`src/rtl/seq_multiplier.sv`:
```
// seq_multiplier: sequential shift-add unsigned multiplier.
// Produces a 2*WIDTH-bit product over WIDTH clock cycles. Each iteration
// adds the multiplicand into the high half via a carry-lookahead adder and
// shifts {carry, acc, q} right by one. Operands and result move over
// valid/ready handshakes.
//
// Build option: define SEQ_MULTIPLIER_ZERO_BYPASS_EN to short-circuit
// zero operands. The FSM then goes straight to DONE with Product = 0.
// Without it, every operation takes WIDTH iterations.

module seq_multiplier #(
  parameter int WIDTH = 16
) (
  input  logic                 Clk,
  input  logic                 Reset_n,
  input  logic                 In_Valid,
  output logic                 In_Ready,
  input  logic [WIDTH-1:0]     A,
  input  logic [WIDTH-1:0]     B,
  output logic                 Out_Valid,
  input  logic                 Out_Ready,
  output logic [2*WIDTH-1:0]   Product
);

  localparam int CNT_W = $clog2(WIDTH) + 1;
  // Adder width padded up to a whole number of 4-bit lookahead groups.
  localparam int NGRP  = (WIDTH + 3) / 4;
  localparam int PW    = NGRP * 4;

  typedef enum logic [1:0] {
    IDLE = 2'd0,
    RUN  = 2'd1,
    DONE = 2'd2
  } state_t;

  state_t               state;
  state_t               state_nxt;
  logic [WIDTH-1:0]     m;
  logic [WIDTH-1:0]     q;
  logic [WIDTH-1:0]     acc;
  logic [CNT_W-1:0]     cnt;
  logic [2*WIDTH-1:0]   product_q;

  logic                 last_iter;
  logic                 zero_op;
  logic [WIDTH-1:0]     addend;
  logic [WIDTH-1:0]     sum;
  logic                 carry;

  // Carry-lookahead adder (carry-in 0).
  // Each 4-bit group resolves its carries directly from generate/propagate.
  // Groups chain through their group carry-out.
  // Returns {carry_out, sum}, so the carry is never dropped.
  function automatic logic [WIDTH:0] cla_add(input logic [WIDTH-1:0] x,
                                             input logic [WIDTH-1:0] y);
    logic [PW-1:0] g;
    logic [PW-1:0] p;
    logic [PW:0]   c;
    g = PW'(x) & PW'(y);
    p = PW'(x) ^ PW'(y);
    c = '0;
    for (int grp = 0; grp < NGRP; grp++) begin
      c[4*grp+1] = g[4*grp]
                 | (p[4*grp] & c[4*grp]);
      c[4*grp+2] = g[4*grp+1]
                 | (p[4*grp+1] & g[4*grp])
                 | (p[4*grp+1] & p[4*grp] & c[4*grp]);
      c[4*grp+3] = g[4*grp+2]
                 | (p[4*grp+2] & g[4*grp+1])
                 | (p[4*grp+2] & p[4*grp+1] & g[4*grp])
                 | (p[4*grp+2] & p[4*grp+1] & p[4*grp] & c[4*grp]);
      c[4*grp+4] = g[4*grp+3]
                 | (p[4*grp+3] & g[4*grp+2])
                 | (p[4*grp+3] & p[4*grp+2] & g[4*grp+1])
                 | (p[4*grp+3] & p[4*grp+2] & p[4*grp+1] & g[4*grp])
                 | (p[4*grp+3] & p[4*grp+2] & p[4*grp+1] & p[4*grp] & c[4*grp]);
    end
    return {c[WIDTH], p[WIDTH-1:0] ^ c[WIDTH-1:0]};
  endfunction

  // Iteration signals.
  // The multiplicand is added only when the current multiplier LSB is set.
  assign addend       = q[0] ? m : '0;
  assign {carry, sum} = cla_add(acc, addend);
  assign last_iter    = (cnt == CNT_W'(WIDTH - 1));

`ifdef SEQ_MULTIPLIER_ZERO_BYPASS_EN
  assign zero_op = (A == '0) || (B == '0);
`else
  assign zero_op = 1'b0;
`endif

  // Handshake outputs decode from state only.
  // No combinational path exists from In_Valid/Out_Ready.
  assign In_Ready  = (state == IDLE);
  assign Out_Valid = (state == DONE);
  assign Product   = product_q;

  // State register.
  // NOTE: sequential state uses non-blocking (<=) so every flop samples
  // pre-edge values regardless of process evaluation order.
  always_ff @(posedge Clk or negedge Reset_n) begin
    if (!Reset_n) begin
      state <= IDLE;
    end else begin
      state <= state_nxt;
    end
  end

  // Next-state logic.
  // Out_Ready retires DONE without also accepting, so new operands wait
  // one more edge in IDLE.
  always_comb begin
    // NOTE: default first so every path assigns state_nxt and no latch is inferred.
    state_nxt = state;
    unique case (state)
      IDLE: if (In_Valid)  state_nxt = zero_op ? DONE : RUN;
      RUN:  if (last_iter) state_nxt = DONE;
      DONE: if (Out_Ready) state_nxt = IDLE;
      default:             state_nxt = IDLE;
    endcase
  end

  // Datapath: load on accept, shift-add during RUN, capture the result on
  // the last iteration. Product is written only when entering DONE.
  always_ff @(posedge Clk or negedge Reset_n) begin
    if (!Reset_n) begin
      // NOTE: these are plain flops, not a RAM, so they can take the async
      // clear. Clearing them guarantees an aborted multiply leaves no
      // partial result behind.
      m         <= '0;
      q         <= '0;
      acc       <= '0;
      cnt       <= '0;
      product_q <= '0;
    end else begin
      unique case (state)
        IDLE: begin
          if (In_Valid) begin
            m   <= A;
            q   <= B;
            acc <= '0;
            cnt <= '0;
            if (zero_op) product_q <= '0;
          end
        end
        RUN: begin
          acc <= {carry, sum[WIDTH-1:1]};
          q   <= {sum[0], q[WIDTH-1:1]};
          cnt <= cnt + 1'b1;
          if (last_iter) product_q <= {carry, sum, q[WIDTH-1:1]};
        end
        default: ;
      endcase
    end
  end

endmodule

```
`config.mk`:
```
export PLATFORM = sky130hd
export DESIGN_NAME = seq_multiplier
export DESIGN_NICKNAME = d
export VERILOG_FILES = /design/src/rtl/seq_multiplier.sv
export SDC_FILE = /design/constraint.sdc
export NUM_CORES = 1
export LEC_CHECK = 0
export CELL_PAD_IN_SITES_DETAIL_PLACEMENT = 0
export CELL_PAD_IN_SITES_GLOBAL_PLACEMENT = 1
export CORE_MARGIN = 2
export CORE_UTILIZATION = 41
export DETAILED_ROUTE_END_ITERATION = 10
export PLACE_DENSITY = 0.89
export RECOVER_POWER = 50
export SKIP_CTS_REPAIR_TIMING = 1
export SKIP_LAST_GASP = 1
export SLEW_MARGIN = 20
export SYNTH_ARGS = -nofsm -noshare
export SYNTH_HDL_FRONTEND = slang
export SYNTH_SLANG_ARGS = --single-unit
```
`constraint.sdc`:
```
create_clock -name Clk -period 3.3 [get_ports Clk]
set_clock_uncertainty 0.05 [all_clocks]
set_input_delay 0.99 -clock Clk [delete_from_list [all_inputs] [get_ports Clk]]
set_output_delay 0.99 -clock Clk [all_outputs]
set_load 0.01 [all_outputs]
```
==> metrics.txt, run 1 <==
synth top area cells dfrtp_1 (52%), nand2_1 (9.8%), ha_1 (5.4%), mux2_2 (4.8%), o21ai_0 (2.9%); Vias 3,174; initial antenna violation count 0; commonest non-fill, non-tap cell in the layout nand2_1; Crit Path Class reg -> reg; row cnt 36; EDFF count, synth 0; CTS buffer count 9; most frequent cells in the layout nand2_1 (108), dfrtp_1 (87), clkdlybuf4s50_1 (67); Worst Tran Pin Value 2.03 ns; worst skew pair latency 0.35 ns; nature of the critical path startpoint register; clk sinks 87; Antenna Cells 0; wire per inst 14.4 um; Post-Layout Cell Count 630; status finished with violations; H-Tree Depth 3; DIE AREA 0.0110 mm^2; CP arrival 3.02 ns; synthesized instance count 429; Total Routing Usage GR 17.5%; post-synthesis register bit count 87; drt pass-1 iters 4; port bufs 69; Worst Hold Class reg -> reg; average size of a mapped cell 9.77 um^2; dominant cell type by area after synthesis dfrtp_1; Die X 105 um; I/O pins 70; placed cell count 614; Setup-failing EPs final 0; Synth async-reset ratio 100%; Initial DRC Count 121; number of max-cap violations 1; vias in the first global route 3,263; via/cell ratio 5.04; Max IR drop VDD 0.347 mV; area grow syn2layout 24.7%; first-pass GRT wire length 15,500 um; synthesized area 0.00419 mm^2; failing checks capacitance limit, slew limit; final slew viol count 36; Final Hold Viols 0; die height 105 um; Power Density 1000 mW/mm^2; Nets 550; Initial Util 42.5%; top cell type's share of synthesized area 51.9%; Post-Syn Nets 487; Final TNS setup 0 ns; leak pwr 0.00238 uW; share of layout cells above drive strength 1 10.5%; largest net degree at the start of global routing 55; root buf cell clkbuf_8; Seq/Total Area, Yosys 51.9%; gp weighted congestion 0.834; Clk pin slew, worst setup/hold paths 0.08 ns; grt ovf 0; core area 0.00986 mm^2; DRC errors left 0; Max Freq 347 MHz; CTS tree yes; crit end category register; routed wire length 9080 um; worst-case clock buffer depth 2; ys flop type dfrtp_1; Ys Warns 0; Final min period 2.88 ns; relative slew slack -35.3%; worst-path maximum fanout 17; Detail Placement HPWL 6120 um; Final ANT Viol Nets 0; RSZ-0062 raised after global routing no; critical path data required time 3.44 ns; period utilisation layout 87.3%; unique cell type count in the Yosys netlist 38
-- state kept, by name, summed over array words and instances, names as in the netlist --
signal and cells:
state 2, Product 32, cnt 5, q 16
m 16, acc 16
-- kinds of logic after synthesis --
family / after synthesis / share of synthesized area (%)
AND/OR/NAND/NOR: 173 / 17.5
multiplexers: 18 / 4.84
AO/OA/AOI/OAI: 79 / 12.5
buffers and inverters: 39 / 3.64
adder cells (fa/ha/maj): 22 / 7.28
flip-flops: 87 / 51.9
XOR/XNOR: 11 / 2.30
-- per-layer routing --
layer	share of wire [%]	wire, um	vias to the layer above	GRT usage, %
li1	-	-	1559	-
met1	47	4240	1545	22.7
met2	48	4400	57	29.3
met3	3.0	273	13	3.24
met4	1.8	166	0	5.81
met5	0	0	-	0
-- cell usage after synthesis, types with 4 or more instances --
master    count
a21oi_1       7
a31oi_1      17
and2_1       16
buf_2         5
clkbuf_1     18
dfrtp_1      87
fa_1          4
ha_1         18
inv_1        15
mux2_2       18
nand2_1     109
nand3_1      19
nor2_1       22
o21ai_0      24
o21ai_1      12
xnor2_1       9
-- path summary, 6_finish.rpt --
| path | start | to | slack, ns | cells past startpoint |
|---|---|---|---|---|
| max in group asynchronous | Reset_n | acc[15]$_DFFE_PN0P_ | 0.87 | 1 |
| setup / recovery | q[0]$_DFFE_PN0P_ | acc[12]$_DFFE_PN0P_ | 0.42 | 10 |
| hold / removal | m[12]$_DFFE_PN0P_ | m[12]$_DFFE_PN0P_ | 0.43 | 2 |
| min in group asynchronous | Reset_n | Product[22]$_DFFE_PN0P_ | 1.15 | 1 |
| hold reg to reg | m[12]$_DFFE_PN0P_ | m[12]$_DFFE_PN0P_ | 0.43 | 2 |
| setup reg to reg | q[0]$_DFFE_PN0P_ | acc[12]$_DFFE_PN0P_ | 0.42 | 10 |
-- worst max-delay path: stages, from the launching register on --
cell and delay [ns]:
dfrtp_1 0.67, nand2_1 0.18, inv_1 0.09, ha_1 0.24, a41oi_1 0.23, o21ai_2 0.13, a22oi_4 0.26, o21ai_0 0.16
fa_1 0.41, xnor2_1 0.20, o21ai_0 0.10
-- report_power, final --
group | switching [uW] | total [uW] | internal [uW]
registers | 334 | 1900 | 1570
clock network | 380 | 807 | 427
logic | 1340 | 2540 | 1190
total | 2060 | 5240 | 3190
-- final cells by class --
type | instances | area [um^2]
Clock buffer | 11 | 131
Clock inverter | 5 | 82.6
Fill cell | 864 | 4640
Inverter | 15 | 56.3
Multi-Input combinational cell | 303 | 1870
Sequential cell | 87 | 2180
Tap cell | 133 | 166
Timing Repair Buffer | 76 | 744
-- through the flow --
stage / area [um^2] / util (%) / hold WS (ns) / total power [uW] / setup slack, ns
floorplan: 4190 / - / 0.387 / 3600 / 0.673
global placement: 5020 / 50.9 / 0.409 / 4360 / 0.529
detailed placement: 5020 / 50.9 / 0.415 / 4470 / 0.421
CTS: 5230 / 53.1 / 0.435 / 5290 / 0.399
global route: 5230 / 53.0 / 0.468 / 5710 / 0.140
finish: 5230 / 53.0 / 0.426 / 5240 / 0.419
No activity file was read; power rests on OpenSTA's default activity.
==> inputs of run 2 (changes only) <==
--- a/config.mk
+++ b/config.mk
@@ -8,9 +8,9 @@
 export CELL_PAD_IN_SITES_DETAIL_PLACEMENT = 0
 export CELL_PAD_IN_SITES_GLOBAL_PLACEMENT = 1
 export CORE_MARGIN = 2
-export CORE_UTILIZATION = 41
+export CORE_UTILIZATION = 44
 export DETAILED_ROUTE_END_ITERATION = 10
-export PLACE_DENSITY = 0.89
+export PLACE_DENSITY = 0.94
 export RECOVER_POWER = 50
 export SKIP_CTS_REPAIR_TIMING = 1
 export SKIP_LAST_GASP = 1
==> constraint.sdc (replaced) <==
create_clock -name Clk -period 3.4 [get_ports Clk]
set_clock_uncertainty 0.05 [all_clocks]
set_input_delay 1.02 -clock Clk [delete_from_list [all_inputs] [get_ports Clk]]
set_output_delay 1.02 -clock Clk [all_outputs]
set_load 0.01 [all_outputs]
==> run 2 against run 1 <==
  * The flow now finishes without violations
  * Maximum frequency shrank 1.1%
  * Power fell by 4.1%
  * Combinational power decreased by 3%
  * Sequential share of layout area is 0.35 points higher
  * Cell area shrank 0.84%
==> metrics.txt, run 2 (synthesized netlist as in run 1, its figures left out) <==
status completed; Pint 3040 uW; Initial DRC Count 93; drt pass-1 iters 4; Crit Path Class reg -> reg; worst-path maximum fanout 17; I/O pins 70; nature of the critical path startpoint register; RSZ-0062 raised after global routing no; Final TNS setup 0 ns; Nets 550; Power Density 971 mW/mm^2; worst-case clock buffer depth 2; Final ANT Viol Nets 0; period utilisation layout 85.7%; largest net degree at the start of global routing 53; hold wc startpoint m[11]$_DFFE_PN0P_; CTS tree yes; Final min period 2.91 ns; Vias 3,134; Worst Tran Pin Value 1.27 ns; Total Routing Usage GR 18.4%; Die X 102 um; DRC errors left 0; Max IR drop VDD 0.376 mV; CP arrival 3.07 ns; critical path data required time 3.55 ns; Final Hold Viols 0; DIE AREA 0.0103 mm^2; grt ovf 0; Seq. cell area 0.00218 mm^2; Psw 1990 uW; worst reg2reg path startpoint q[0]$_DFFE_PN0P_; Clock power frac 14.3%; max FFs per register 32; Logic pwr share 49.2%; first-pass GRT wire length 14,700 um; die height 102 um; routed wire length 8990 um; Max Freq 343 MHz; Critical-path top delay cell dfrtp_1; fill count 819; leak pwr 0.00237 uW; via/cell ratio 5.01; Detail Placement HPWL 6180 um; Initial Util 45.4%; Worst Hold Class reg -> reg; core area 0.00924 mm^2; port bufs 69; row cnt 35; number of max-cap violations 0; initial antenna violation count 0; Worst path most repeated cell o21ai_0; gp weighted congestion 0.864; area grow syn2layout 23.6%; Switching Fraction 39.7%; final slew viol count 0; Clk pin slew, worst setup/hold paths 0.09 ns; commonest non-fill, non-tap cell in the layout nand2_1; Setup-failing EPs final 0; cell-by-cell trace of the critical path and2_1, ha_1, a21oi_2, o221ai_2, a22oi_4, o21ai_0, fa_1, xnor2_1, o21ai_0; vias in the first global route 3,065; root buf cell clkbuf_8; Antenna Cells 0; CP max stage delay 0.58 ns; most frequent cells in the layout nand2_1 (108), dfrtp_1 (87), clkdlybuf4s50_1 (67); CTS buffer count 9; CP top delay family compound AO/OA/AOI/OAI gates; relative slew slack 15.5%; crit end category register; worst skew pair latency 0.36 ns; placed cell count 610; Post-Layout Cell Count 626; origin of the worst setup path q[0]$_DFFE_PN0P_; H-Tree Depth 3; Flop pwr share 36.5%; wire per inst 14.4 um; share of layout cells above drive strength 1 10.1%; Bufs and invs on worst path 0; area of the multi-input gates 0.00187 mm^2; clk sinks 87
[run 2: cell count changes in the layout (fill, tap and decap cells not counted), sizes merged]
| cell | delta |
|---|---|
| clkbuf | +3 |
| clkinvlp | -2 |
| buf | -1 |
| bufinv | -1 |
| clkinv | +1 |
[run 2: path summary, 6_finish.rpt]
kind	endpoint	cells past startpoint	slack, ns
max	acc[12]$_DFFE_PN0P_	9	0.49
min	m[11]$_DFFE_PN0P_	2	0.43
max reg2reg	acc[12]$_DFFE_PN0P_	9	0.49
min reg2reg	m[11]$_DFFE_PN0P_	2	0.43
max in group asynchronous	acc[5]$_DFFE_PN0P_	2	0.87
min in group asynchronous	Product[11]$_DFFE_PN0P_	1	0.80
[run 2: layout make-up]
| type | count | share of cell area (%) |
|---|---|---|
| timing repair buffer | 76 | 14.1 |
| clock inverter | 3 | 0.821 |
| multi-input combinational | 303 | 36.0 |
| clock buffer | 13 | 2.87 |
| tap | 129 | 3.12 |
| inverter | 15 | 1.09 |
| sequential | 87 | 42.0 |
[run 2: per-layer routing]
layer | GRT usage (%) | share of wire [%] | vias to the layer above | wire length (um)
met5 | 0 | 0 | - | 0
met1 | 24.1 | 45 | 1499 | 4040
met4 | 6.65 | 1.9 | 0 | 174
li1 | - | - | 1562 | -
met3 | 3.31 | 3.8 | 13 | 345
met2 | 30.7 | 49 | 60 | 4430
[run 2: power by group through the flow]
stage          sequential (uW)  combinational, uW  clock, uW
2_1_floorplan             1830               1660          0
3_3_place_gp              1840               2380          0
3_5_place_dp              1860               2480          0
4_1_cts                   1840               2510        732
5_1_grt                   1900               2770        775
6_report                  1840               2470        720
[run 2: metrics by stage]
stage	setup slack [ns]	instance area (um^2)	utilization, %	total power, uW	hold slack [ns]
5_1_grt	0.295	5180	56.1	5440	0.447
6_report	0.487	5180	56.1	5030	0.426
3_5_place_dp	0.537	5010	54.3	4340	0.410
4_1_cts	0.497	5210	56.3	5080	0.431
3_3_place_gp	0.650	5010	54.3	4220	0.403
2_1_floorplan	0.773	4190	-	3490	0.387
[run 2: tightest hold or removal path: stages, from the launching register on]
cell and delay [ns]:
dfrtp_1 0.34, nand2_1 0.05, nand2_1 0.05
==> inputs of run 3 (changes only) <==
--- a/config.mk
+++ b/config.mk
@@ -9,6 +9,7 @@
 export CELL_PAD_IN_SITES_GLOBAL_PLACEMENT = 1
 export CORE_MARGIN = 2
 export CORE_UTILIZATION = 44
+export CTS_BUF_LIST = sky130_fd_sc_hd__clkbuf_16
 export DETAILED_ROUTE_END_ITERATION = 10
 export PLACE_DENSITY = 0.94
 export RECOVER_POWER = 50
==> run 3 against run 2 <==
  * Die area is the same
  * Setup slack lost 0.0025 ns
  * Power grew 4.5%
  * Highest routed layer unchanged
  * Sequential cell count is the same
  * Maximum frequency is essentially flat
  * Largest power group unchanged
  * Hold slack lost 0.0058 ns
  * Critical path type unchanged
  * Core utilization grew 0.99 points
  * Combinational power is essentially flat
  * Sequential share of layout area shrank 0.73 points
  * Register-to-register slack is essentially flat
  * Global-route usage is essentially flat
  * Critical path depth is the same
==> metrics.txt, run 3 (synthesized netlist as in run 1, its figures left out) <==
row cnt 35; vias in the first global route 3,096; worst skew pair latency 0.33 ns; Total Routing Usage GR 18.4%; via/cell ratio 5.04; Max Freq 343 MHz; wire per inst 14.5 um; Bufs and invs on worst path 0; Setup-failing EPs final 0; drt pass-1 iters 4; leak pwr 0.00242 uW; Setup WS post-layout 0.485 ns; Critical-path top delay cell dfrtp_1; most frequent cells in the layout nand2_1 (108), dfrtp_1 (87), clkdlybuf4s50_1 (67); die height 102 um; Seq. cell area 0.00218 mm^2; cell-by-cell trace of the critical path and2_1, ha_1, a21oi_2, o221ai_2, a22oi_4, o21ai_0, fa_1, xnor2_1, o21ai_0; max FFs per register 32; worst-case clock buffer depth 2; CTS tree yes; commonest non-fill, non-tap cell in the layout nand2_1; worst-path maximum fanout 17; placed cell count 610; root buf cell clkbuf_16; Setup WS pre-CTS 0.537 ns; Vias 3,157; DRC errors left 0; area of the multi-input gates 0.00187 mm^2; Final min period 2.92 ns; H-Tree Depth 3; CP top delay family compound AO/OA/AOI/OAI gates; CP arrival 3.04 ns; CP max stage delay 0.58 ns; Final ANT Viol Nets 0; Initial DRC Count 101; gp weighted congestion 0.864; Die X 102 um; relative slew slack 14.7%; first-pass GRT wire length 14,900 um; Nets 550; area grow syn2layout 25.8%; crit end category register; period utilisation layout 85.7%; status completed; CTS buffer count 9; port bufs 69; nature of the critical path startpoint register; Antenna Cells 0; Final Hold Viols 0; share of layout cells above drive strength 1 9.86%; clk sinks 87; routed wire length 9070 um; DIE AREA 0.0103 mm^2; final slew viol count 0; fill count 809; Initial Util 45.4%; Final TNS setup 0 ns; grt ovf 0; I/O pins 70; critical path data required time 3.52 ns; Max IR drop VDD 0.378 mV; largest net degree at the start of global routing 53; RSZ-0062 raised after global routing no; Crit Path Class reg -> reg; core area 0.00924 mm^2; Worst path most repeated cell o21ai_0; Post-Layout Cell Count 626; Worst Tran Pin Value 1.28 ns; R2R setup slack 0.48 ns; Detail Placement HPWL 6180 um; initial antenna violation count 0; Power Density 997 mW/mm^2; number of max-cap violations 0; Total Power 5260 uW; Worst Hold Class reg -> reg; Clk pin slew, worst setup/hold paths 0.06 ns
-- run 3: cell types whose count changed in the layout (fill, tap and decap cells not counted), sizes merged --
cell / before / now
clkbuf: 17 / 13
clkinv: 1 / 2
inv: 15 / 18
-- run 3: final cells by class --
class	count	area share [%]
sequential	87	41.3
multi-input combinational	303	35.4
timing repair buffer	76	13.8
clock buffer	9	4.27
tap	129	3.06
clock inverter	7	1.09
inverter	15	1.07
-- run 3: tightest hold or removal path: cells and delay by family (launching register included) --
kind	cells	cell delay [ns]
DFF	1	0.34
and+or+nand+nor	2	0.10
-- run 3: worst paths after layout --
| check | startpoint | end | depth (start not counted) |
|---|---|---|---|
| setup / recovery | q[0]$_DFFE_PN0P_ | acc[12]$_DFFE_PN0P_ | 9 |
| hold / removal | m[10]$_DFFE_PN0P_ | m[10]$_DFFE_PN0P_ | 2 |
| setup reg to reg | q[0]$_DFFE_PN0P_ | acc[12]$_DFFE_PN0P_ | 9 |
| hold reg to reg | m[10]$_DFFE_PN0P_ | m[10]$_DFFE_PN0P_ | 2 |
| max in group asynchronous | Reset_n | Product[21]$_DFFE_PN0P_ | 2 |
| min in group asynchronous | Reset_n | Product[11]$_DFFE_PN0P_ | 1 |
-- run 3: routing by layer --
| metal | vias up | GRT usage, % | share of wire, % |
|---|---|---|---|
| li1 | 1566 | - | - |
| met1 | 1526 | 24.2 | 45 |
| met2 | 57 | 31.4 | 51 |
| met3 | 8 | 2.62 | 2.9 |
| met4 | 0 | 6.03 | 1.2 |
| met5 | - | 0 | 0 |
-- run 3: where the power goes --
| group | internal [uW] | switching, uW |
|---|---|---|
| Sequential | 1520 | 319 |
| Combinational | 1150 | 1310 |
| Clock | 558 | 389 |
| Total | 3230 | 2020 |
-- run 3: stage by stage --
step	hold slack (ns)	util, %	area, um^2
finish	0.420	57.1	5270
global route	0.440	57.1	5270
CTS	0.425	57.3	5300
detailed placement	0.410	54.3	5010
global placement	0.403	54.3	5010
floorplan	0.387	-	4190
